<file path="src/rtl/mips_avalon_pkg.sv">
// Shared types for the MIPS Avalon bus arbiter.
// State encoding, latched request bundle and bus constants.
package mips_avalon_pkg;

  typedef enum logic [1:0] {
    IDLE,
    BUS,
    DONE,
    FAULT
  } state_t;

  typedef struct packed {
    logic [31:0] addr;
    logic [31:0] wdata;
    logic [3:0]  be;
    logic        we;
  } avalon_req_t;

  localparam logic [3:0] BE_WORD = 4'hF;
  localparam logic [1:0] WORD_ALIGN_MASK = 2'b11;

  function automatic logic is_aligned(input logic [31:0] a);
    return (a[1:0] & WORD_ALIGN_MASK) == 2'b00;
  endfunction

endpackage

</file>
<file path="src/rtl/mips_avalon_arbiter.sv">
// Fixed-priority merge of instruction and data ports onto one
// Avalon-MM master, with sticky fault on misalignment or stall timeout.
module mips_avalon_arbiter
  import mips_avalon_pkg::*;
#(
  parameter bit          DATA_PRIORITY  = 1'b1,
  parameter int unsigned TIMEOUT_CYCLES = 0
) (
  input  logic        clk,
  input  logic        reset_n,
  input  logic        i_req,
  input  logic [31:0] i_addr,
  output logic [31:0] i_rdata,
  output logic        i_ack,
  input  logic        d_req,
  input  logic        d_we,
  input  logic [31:0] d_addr,
  input  logic [31:0] d_wdata,
  input  logic [3:0]  d_be,
  output logic [31:0] d_rdata,
  output logic        d_ack,
  output logic [31:0] address,
  output logic        read,
  output logic        write,
  output logic [31:0] writedata,
  output logic [3:0]  byteenable,
  input  logic        waitrequest,
  input  logic [31:0] readdata,
  output logic        fault
);

  localparam logic [31:0] TMO = 32'(TIMEOUT_CYCLES);

  state_t      state, state_n;
  avalon_req_t cur, cur_n, pick;
  logic        data_win, data_win_n;
  logic        pick_d;
  logic [31:0] wd_cnt;
  logic        wd_expire;
  logic        enter_bus;
  logic        capture;

  assign pick_d = d_req && (DATA_PRIORITY || !i_req);

  always_comb begin
    if (pick_d) begin
      pick.addr  = d_addr;
      pick.wdata = d_wdata;
      pick.be    = d_we ? d_be : BE_WORD;
      pick.we    = d_we;
    end else begin
      pick.addr  = i_addr;
      pick.wdata = '0;
      pick.be    = BE_WORD;
      pick.we    = 1'b0;
    end
  end

  assign wd_expire = (TMO != '0) && waitrequest
                  && (wd_cnt == TMO - 32'd1);

  always_comb begin
    state_n    = state;
    cur_n      = cur;
    data_win_n = data_win;
    unique case (state)
      IDLE: begin
        if (i_req || d_req) begin
          if (!is_aligned(pick.addr)) begin
            state_n = FAULT;
          end else begin
            state_n    = BUS;
            cur_n      = pick;
            data_win_n = pick_d;
          end
        end
      end
      BUS: begin
        // Completion wins over a watchdog hit in the same cycle.
        if (!waitrequest) state_n = DONE;
        else if (wd_expire) state_n = FAULT;
      end
      DONE:    state_n = IDLE;
      FAULT:   state_n = FAULT;
      default: state_n = IDLE;
    endcase
  end

  assign enter_bus = (state == IDLE) && (state_n == BUS);
  assign capture   = (state == BUS) && !waitrequest && !cur.we;

  always_ff @(posedge clk or negedge reset_n) begin
    if (!reset_n) begin
      state    <= IDLE;
      cur      <= '0;
      data_win <= 1'b0;
      wd_cnt   <= '0;
      i_rdata  <= '0;
      d_rdata  <= '0;
    end else begin
      state    <= state_n;
      cur      <= cur_n;
      data_win <= data_win_n;
      if (enter_bus) wd_cnt <= '0;
      else if (state == BUS && waitrequest) wd_cnt <= wd_cnt + 32'd1;
      if (capture) begin
        if (data_win) d_rdata <= readdata;
        else i_rdata <= readdata;
      end
    end
  end

  assign address    = cur.addr;
  assign writedata  = cur.wdata;
  assign byteenable = cur.be;
  assign read       = (state == BUS) && !cur.we;
  assign write      = (state == BUS) && cur.we;
  assign i_ack      = (state == DONE) && !data_win;
  assign d_ack      = (state == DONE) && data_win;
  assign fault      = (state == FAULT);

endmodule
</file>
<file path="config.mk">
export PLATFORM = sky130hd
export DESIGN_NAME = mips_avalon_arbiter
export DESIGN_NICKNAME = d
export VERILOG_FILES = /design/src/rtl/mips_avalon_pkg.sv /design/src/rtl/mips_avalon_arbiter.sv
export SDC_FILE = /design/constraint.sdc
export NUM_CORES = 1
export LEC_CHECK = 0
export CORE_MARGIN = 2
export CORE_UTILIZATION = 30
export CTS_BUF_LIST = sky130_fd_sc_hd__clkbuf_4 sky130_fd_sc_hd__clkbuf_8 sky130_fd_sc_hd__clkbuf_16
export CTS_CLUSTER_SIZE = 40
export DETAILED_ROUTE_END_ITERATION = 16
export SLEW_MARGIN = 20
export SYNTH_ARGS = -nofsm -noshare
export SYNTH_HDL_FRONTEND = slang
export SYNTH_SLANG_ARGS = --single-unit
export TNS_END_PERCENT = 10
</file>
<file path="constraint.sdc">
create_clock -name clk -period 1.9 [get_ports clk]
set_input_delay 0.38 -clock clk [delete_from_list [all_inputs] [get_ports clk]]
set_output_delay 0.38 -clock clk [all_outputs]
set_load 0.02 [all_outputs]
</file>
==> results_dict.tcl, run 1 <==
set metrics [dict create \
    status "completed" \
    ctsLongestPathBuffers 2 \
    crit_chain "inv_2 > ha_2 > and2b_2 > nor3b_4 > buf_6 > clkbuf_16 > mux2_2" \
    gp_congestion 0.774 \
    cts_buffers 17 \
    cp.buffers_inverters 3 \
    grt_pass1_vias 4383 \
    final_cell_mix "clkdlybuf4s50_1, dfrtp_1, mux2_2" \
    synth_area_leader_cell "dfrtp_1" \
    io-pin-count 275 \
    setup_viol 0 \
    grt_max_degree 53 \
    area_delta_synth_final_pct 54.0 \
    hpwl_um 11200 \
    ys_seq_elements 136 \
    drc 0 \
    endpoint "i_rdata[10]" \
    pre_cts_slack_ns -0.0928 \
    maxSlewViolCount 0 \
    rows 51 \
    peakVddDrop_mv 0.503 \
    fillCellCount 1738 \
    r2r_slack_ns 0.03 \
    portBuffers 274 \
    synth_nets 560 \
    drt_wl_total_um 15400 \
    first_iter_violations 150 \
    final-hold-violation-count 0 \
    path_clk_slew_ns 0.05 \
    grt_overflow 0 \
    max_freq_mhz 536 \
    criticalPathCategory "register to register" \
    path_max_fanout 16 \
    slowest_delay_ns 0.42 \
    worst-path-stages 7 \
    startpoint "state[1]" \
    r2r_end "i_rdata[10]" \
    power.density_nw_per_um2 678 \
    wl_met2_um 7430 \
    worst_slack_ns 0.0337 \
    track_usage_pct 14.4 \
    multi_input_comb_area_um2 1820 \
    cap_viol_max_count 0 \
    r2r_cells 7 \
    die_w_um 145 \
    die_h_um 145 \
    clockRootBuffer "clkbuf_16" \
    regArea_um2 3400 \
    coreArea_um2 19400 \
    antenna_found_initial 0 \
    fin_hold_ws_ns 0.444 \
    synth-seq-area-share_pct 57.5 \
    ant_nets 0 \
    dr.max_layer_used "met4" \
    cts_tree "done" \
    die_area_um2 20900 \
    clock_latency_ns 0.41 \
    min_period_over_period_pct 98.2 \
    hp-class "primary input to asynchronous set/reset pin" \
    synthTopCellsByArea "dfrtp_1, mux2_2, buf_4, o221a_2, a22o_1" \
    tightest_slew_ns 0.369 \
    syn-cell-area_um2 5920 \
    cts_num_sinks 136 \
    h-tree-depth 4 \
    postSynthCellCount 418 \
    critPathTopFamily "buffers and inverters" \
    syn_area_per_cell_um2 14.2 \
    cp.required_ns 2.19 \
    avgRoutedWirePerCell_um 16.8 \
    final_common_cell "clkdlybuf4s50_1" \
    cpMaxStageDelayCell "dfrtp_1" \
    yosysWarningCount 0 \
    cp_data_arrival_time_ns 2.16 \
    skew_ns 0.00885 \
    via_per_inst 4.47 \
    crit_path_end_kind "register" \
    nets 782 \
    crit_path_start_kind "register" \
    finalCriticalPeriod_ns 1.87 \
    r2r_start "state[1]" \
    ys_types 30 \
    initial_core_util_pct 30.5 \
    netlist.area_leader.share_pct 57.5 \
    p_leak_nw 4.02 \
    grt_pass1_wl_um 22900 \
    slew_headroom_pct 75.4 \
    first_pass_iters 4 \
    rsz0062_at_grt "true" \
    drive_gt1_share_pct 24.0 \
    post-route-util_pct 47.0 \
    routed-wl-met3_um 1680 \
    vias 4094 \
    drt-met1-wl_um 6120 \
]
-- routing by layer --
metal | track usage (%) | vias up
met5 | 0 | -
met4 | 4.85 | 0
li1 | - | 1878
met3 | 7.09 | 15
met1 | 16.5 | 1999
met2 | 23.7 | 202
-- worst reg2reg max path, cell delays in order (launching register included) --
cell and delay [ns]:
dfrtp_1 0.42, inv_2 0.08, ha_2 0.18, and2b_2 0.18, nor3b_4 0.18, buf_6 0.17, clkbuf_16 0.20, mux2_2 0.35
-- power breakdown --
| part | internal (W) | switching (W) |
|---|---|---|
| registers | 0.00290 | 0 |
| logic | 0.000269 | 0.000116 |
| clock network | 0.00173 | 0.00117 |
| total | 0.00490 | 0.00129 |
-- flip-flops by register name, summed over array words and instances, names as in the netlist --
| register | flops |
|---|---|
| d_rdata | 32 |
| cur | 1 |
| address | 32 |
| i_rdata | 32 |
| state | 2 |
| byteenable | 4 |
| data_win | 1 |
| writedata | 32 |
-- cell families (layout without fill, tap and decap cells) --
| kind of cell | after synthesis | in the layout | synth area share [%] |
|---|---|---|---|
| mux | 66 | 66 | 12.5 |
| other cells | 0 | 1 | 0 |
| fa+ha+maj | 4 | 4 | 0.845 |
| simple gates | 45 | 45 | 5.22 |
| compound gates | 72 | 72 | 12.0 |
| flops | 136 | 136 | 57.5 |
| buf+inv | 95 | 327 | 12.0 |
-- synthesized netlist by cell type, drive strengths merged --
cell / count
a22o: 33
o221a: 30
and4bb: 1
nand2b: 30
mux2: 65
and2b: 1
nor2: 1
nor3b: 1
and2: 4
buf: 87
ha: 4
nand2: 2
nor4b: 1
inv: 3
o21ai: 2
a21o: 1
o22a: 5
nor3: 2
and3b: 1
o22ai: 1
dfrtp: 136
clkbuf: 5
mux2i: 1
nor2b: 1
-- worst min path at each step --
stage,end,slack (ns),cells past startpoint
6_report,i_rdata[27],0.44,2
5_1_grt,d_rdata[21],0.47,2
4_1_cts,d_rdata[30],0.44,2
3_5_place_dp,d_rdata[0],0.31,1
3_3_place_gp,d_rdata[27],0.31,1
2_1_floorplan,address[0],0.08,0
-- final cells by class --
class	count	share of cell area [%]
Antenna cell	1	0.0274
Clock buffer	21	5.13
Clock inverter	8	0.576
Inverter	3	0.123
Multi-Input combinational cell	187	20.0
Sequential cell	136	37.3
Tap cell	265	3.64
Timing Repair Buffer	295	33.2
-- metrics by stage --
stage	setup TNS (ns)	std cells	area (um2)	total power, W
6_report	0	916	9120	0.00619
5_1_grt	-0.686	915	9120	0.00645
4_1_cts	-0.0139	912	9050	0.00629
3_5_place_dp	-5.08	882	8540	0.00334
3_3_place_gp	-2.42	882	8540	0.00334
2_1_floorplan	0	418	5930	0.00296
-- timing repair --
| action | CTS | global route |
|---|---|---|
| buffers inserted | 0 | 1 |
| cloned | 0 | 2 |
| endpoints found under the hold margin | 36 | 0 |
| gates resized for setup | 18 | 6 |
| hold buffers | 1 | 0 |
| setup endpoints to repair | 11 | 83 |
(Power assumes the default switching activity.)
==> run 2: changes to the inputs <==
--- a/config.mk
+++ b/config.mk
@@ -6,10 +6,11 @@
 export NUM_CORES = 1
 export LEC_CHECK = 0
 export CORE_MARGIN = 2
-export CORE_UTILIZATION = 30
+export CORE_UTILIZATION = 38
 export CTS_BUF_LIST = sky130_fd_sc_hd__clkbuf_4 sky130_fd_sc_hd__clkbuf_8 sky130_fd_sc_hd__clkbuf_16
 export CTS_CLUSTER_SIZE = 40
 export DETAILED_ROUTE_END_ITERATION = 16
+export PLACE_DENSITY = 0.78
 export SLEW_MARGIN = 20
 export SYNTH_ARGS = -nofsm -noshare
 export SYNTH_HDL_FRONTEND = slang
==> constraint.sdc (replaced) <==
create_clock -name clk -period 1.65 [get_ports clk]
set_input_delay 0.33 -clock clk [delete_from_list [all_inputs] [get_ports clk]]
set_output_delay 0.33 -clock clk [all_outputs]
set_load 0.02 [all_outputs]
==> results_dict.tcl, run 2 (synthesis gave the netlist of run 1 again) <==
set metrics [dict create \
    status "finished with violations" \
    violations "setup timing" \
    fillCellCount 1215 \
    final_cell_mix "clkdlybuf4s50_1, dfrtp_1, dlygate4sd2_1" \
    antenna_found_initial 0 \
    pre_cts_slack_ns -0.468 \
    first_pass_iters 4 \
    die_area_um2 16600 \
    cap_viol_max_count 0 \
    vias 4300 \
    coreArea_um2 15200 \
    crit_chain "inv_2 > ha_4 > and2b_2 > and3b_2 > buf_6 > buf_12 > mux2_2" \
    power.density_nw_per_um2 870 \
    cts_buffers 17 \
    area_delta_synth_final_pct 57.4 \
    cts_num_sinks 136 \
    crit_path_start_kind "register" \
    grt_max_degree 47 \
    fin_hold_ws_ns 0.363 \
    setup_viol 133 \
    h-tree-depth 4 \
    tightest_slew_ns 0.510 \
    worst_slack_ns -0.131 \
    cp_data_arrival_time_ns 2.07 \
    path_clk_slew_ns 0.06 \
    p_leak_nw 4.85 \
    slowest_delay_ns 0.41 \
    min_period_over_period_pct 108 \
    power_w 0.00811 \
    tns_ns -11.78 \
    grt_pass1_wl_um 24800 \
    ant_nets 0 \
    hpwl_um 10900 \
    drc 0 \
    peakVddDrop_mv 0.625 \
    final_common_cell "clkdlybuf4s50_1" \
    portBuffers 274 \
    cpMaxStageDelayCell "dfrtp_1" \
    final-hold-violation-count 0 \
    grt_overflow 0 \
    r2r_start "state[1]" \
    gp_congestion 0.774 \
    rows 45 \
    avgRoutedWirePerCell_um 18.8 \
    drt_wl_total_um 16200 \
    path_max_fanout 7 \
    startpoint "state[1]" \
    skew_ns 0.00623 \
    cts_tree "done" \
    track_usage_pct 19.6 \
    slew_headroom_pct 65.9 \
    crit_path_end_kind "register" \
    hp-class "primary input to asynchronous set/reset pin" \
    die_w_um 129 \
    drive_gt1_share_pct 27.4 \
    initial_core_util_pct 39.0 \
    cp.required_ns 1.94 \
    antenna_cells 0 \
    ctsLongestPathBuffers 2 \
    nets 801 \
    rsz0062_at_grt "true" \
    clock_latency_ns 0.41 \
    clockRootBuffer "clkbuf_16" \
    via_per_inst 5.01 \
    criticalPathCategory "register to register" \
    io-pin-count 275 \
    finalCriticalPeriod_ns 1.78 \
    first_iter_violations 212 \
    maxSlewViolCount 0 \
    die_h_um 129 \
    grt_pass1_vias 4671 \
    max_freq_mhz 561 \
]
==> run 2: cell types whose count changed in the layout (fill, tap and decap cells not counted), moves of 3 or more <==
| cell | change |
|---|---|
| bufinv_16 | +6 |
| clkinv_2 | -3 |
| buf_6 | +5 |
| clkdlybuf4s50_1 | -132 |
| mux2_4 | +13 |
| ha_4 | +3 |
| dlygate4sd2_1 | +131 |
| mux2_2 | -12 |
| clkbuf_4 | -4 |
| buf_4 | +13 |
==> run 2: timing repair <==
action | CTS | global route
pin swaps | 3 | 1
setup buffers | 8 | 3
endpoints found under the setup margin | 271 | 140
cloned | 3 | 2
hold buffers | 1 | 0
gates resized for setup | 172 | 21
hold endpoints to repair | 29 | 0
==> run 2: stage by stage <==
stage,cell area [um2],instances,util (%)
after floorplan,5950,418,-
after global placement,8480,812,55.8
after detailed placement,8480,812,55.8
after CTS,9150,855,60.2
after global routing,9320,859,61.3
final,9320,859,61.3
==> run 2: metal layers <==
| layer | GRT usage, % | up-vias | wire length (um) |
|---|---|---|---|
| met5 | 0 | - | 0 |
| met4 | 8.57 | 0 | 346 |
| met3 | 6.94 | 36 | 1240 |
| met2 | 33.3 | 197 | 8210 |
| met1 | 22.3 | 2129 | 6390 |
| li1 | - | 1938 | - |
==> run 2: path summary, 6_finish.rpt <==
path                       cells after the start          end  slack [ns]
max                                            7  d_rdata[14]       -0.13
min                                            2  i_rdata[28]        0.36
max reg2reg                                    7  d_rdata[14]       -0.13
min reg2reg                                    1   address[1]        0.49
max in group asynchronous                      3  address[18]        0.73
min in group clk                               1   address[1]        0.49
==> run 2: power by group <==
part | internal, W | leakage [nW] | total (W) | switching [W]
registers | 0.00334 | 1.89 | 0.00334 | 0
clock network | 0.00284 | 0.324 | 0.00432 | 0.00148
logic | 0.000315 | 2.64 | 0.000455 | 0.000140
==> run 2: cell type report <==
cell class | instances | area, um2 | area share [%]
clock buffer | 17 | 425 | 4.56
clock inverter | 14 | 245 | 2.63
inverter | 3 | 11.3 | 0.121
multi-input combinational | 189 | 1950 | 20.9
sequential | 136 | 3400 | 36.5
tap | 188 | 235 | 2.52
timing repair buffer | 312 | 3050 | 32.7
==> run 2: critical path, delay by kind of cell, from the launching register on <==
family        cells  cell delay [ns]
fa+ha+maj         1             0.14
flops             1             0.41
mux               1             0.35
buf+inv           3             0.37
simple gates      2             0.39
==> run 3: changes to the inputs <==
--- a/config.mk
+++ b/config.mk
@@ -10,6 +10,7 @@
 export CTS_BUF_LIST = sky130_fd_sc_hd__clkbuf_4 sky130_fd_sc_hd__clkbuf_8 sky130_fd_sc_hd__clkbuf_16
 export CTS_CLUSTER_SIZE = 40
 export DETAILED_ROUTE_END_ITERATION = 16
+export GPL_TIMING_DRIVEN = 0
 export PLACE_DENSITY = 0.78
 export SLEW_MARGIN = 20
 export SYNTH_ARGS = -nofsm -noshare
==> results_dict.tcl, run 3 (synthesis gave the netlist of run 1 again) <==
set metrics [dict create \
    grt_overflow 0 \
    avgRoutedWirePerCell_um 18.2 \
    cts_tree "done" \
    first_iter_violations 140 \
    drive_gt1_share_pct 44.3 \
    coreArea_um2 15200 \
    r2r_cells 7 \
    gp_congestion 0.767 \
    via_per_inst 4.89 \
    skew_ns 0.00718 \
    die_area_um2 16600 \
    fin_hold_ws_ns 0.450 \
    initial_core_util_pct 39.0 \
    final_common_cell "buf_4" \
    path_clk_slew_ns 0.06 \
    tightest_slew_ns 0.473 \
    clockRootBuffer "clkbuf_16" \
    track_usage_pct 20.1 \
    io-pin-count 275 \
    area_delta_synth_final_pct 72.4 \
    rows 45 \
    setup_viol 131 \
    regArea_um2 3400 \
    cp_data_arrival_time_ns 1.46 \
    final_cell_mix "buf_4, dfrtp_1, clkdlybuf4s50_1" \
    ctsLongestPathBuffers 2 \
    rsz0062_at_grt "true" \
    ant_nets 0 \
    drt_wl_total_um 17100 \
    violations "setup timing" \
    antenna_cells 0 \
    crit_path_start_kind "register" \
    grt_max_degree 77 \
    status "finished with violations" \
    die_w_um 129 \
    crit_path_end_kind "output port" \
    finalCriticalPeriod_ns 1.79 \
    hp-class "primary input to asynchronous set/reset pin" \
    cts_buffers 17 \
    hpwl_um 11700 \
    antenna_found_initial 0 \
    slew_headroom_pct 68.5 \
    tns_ns -11.32 \
    max_freq_mhz 560 \
    drc 0 \
    die_h_um 129 \
    final-hold-violation-count 0 \
    peakVddDrop_mv 0.704 \
    multi_input_comb_area_um2 2230 \
    p_leak_nw 5.18 \
    vias 4590 \
    fillCellCount 1131 \
    r2r_slack_ns -0.13 \
    cts_num_sinks 136 \
    r2r_end "i_rdata[19]" \
    maxSlewViolCount 0 \
    r2r_start "state[0]" \
    h-tree-depth 4 \
    grt_pass1_vias 5010 \
    worst_slack_ns -0.136 \
    grt_pass1_wl_um 25800 \
    first_pass_iters 4 \
    portBuffers 274 \
    min_period_over_period_pct 108 \
    power.density_nw_per_um2 772 \
    nets 879 \
    clock_latency_ns 0.41 \
    cap_viol_max_count 0 \
    cp.required_ns 1.32 \
    criticalPathCategory "register to output port" \
    path_max_fanout 4 \
]
-- run 3: cell count changes in the layout (fill, tap and decap cells not counted), moves of 5 or more --
cell,before,now
buf_4,22,151
dlygate4sd2_1,132,65
o221a_2,28,1
o221a_4,0,27
mux2_2,52,34
mux2_4,13,31
buf_6,7,12
buf_8,1,6
clkbuf_8,0,5
-- run 3: area by class of cell --
class	count	share of cell area, %
inverters	3	0.110
plain buffers	92	8.08
well taps	188	2.30
clock inverters	10	1.61
clock buffers	22	4.72
flip-flops and latches	136	33.3
repair buffers	300	28.0
multi-input cells	187	21.8
-- run 3: worst max-delay path by stage --
stage / cells past startpoint / from / slack [ns] / to
finish: 4 / state[0] / -0.14 / read
global route: 7 / state[0] / -0.20 / i_rdata[10]
CTS: 8 / state[0] / -0.18 / address[20]
detailed placement: 5 / d_req / -0.66 / address[14]
global placement: 1 / reset_n / -4.87 / address[11]
floorplan: 6 / state[1] / -0.13 / i_rdata[10]
-- run 3: critical path, cell delays in order (launching register included) --
cell	delay [ns]
dfrtp_1	0.40
buf_6	0.13
ha_4	0.15
and2b_2	0.20
buf_4	0.16
-- run 3: repair_timing --
action,CTS,global route
hold buffers,1,0
hold endpoints to repair,60,0
pin swaps,4,8
gates resized for setup,227,52
cloned,5,2
buffers inserted,14,5
setup endpoints to repair,272,140
-- run 3: metrics by stage --
stage,instances,instance area (um2),util (%),worst slack [ns],total power (W)
after floorplan,418,5950,-,-0.131,0.00341
after global placement,880,8930,58.7,-4.87,0.00382
after detailed placement,881,8960,58.9,-0.661,0.00383
after CTS,933,9980,65.7,-0.181,0.00795
after global routing,938,10200,67.2,-0.197,0.00813
final,938,10200,67.2,-0.136,0.00789
-- run 3: where the power goes --
part           internal [W]  total, W  switching, W
Sequential          0.00334   0.00334             0
Clock               0.00269   0.00410       0.00141
Combinational      0.000307  0.000447      0.000140
-- run 3: routing by layer --
layer,part of all wire [%],GRT usage (%),vias to the layer above
met5,0,0,-
met1,40,23.6,2275
met4,2.5,9.02,0
met2,51,34.5,207
li1,-,-,2075
met3,6.4,5.36,33
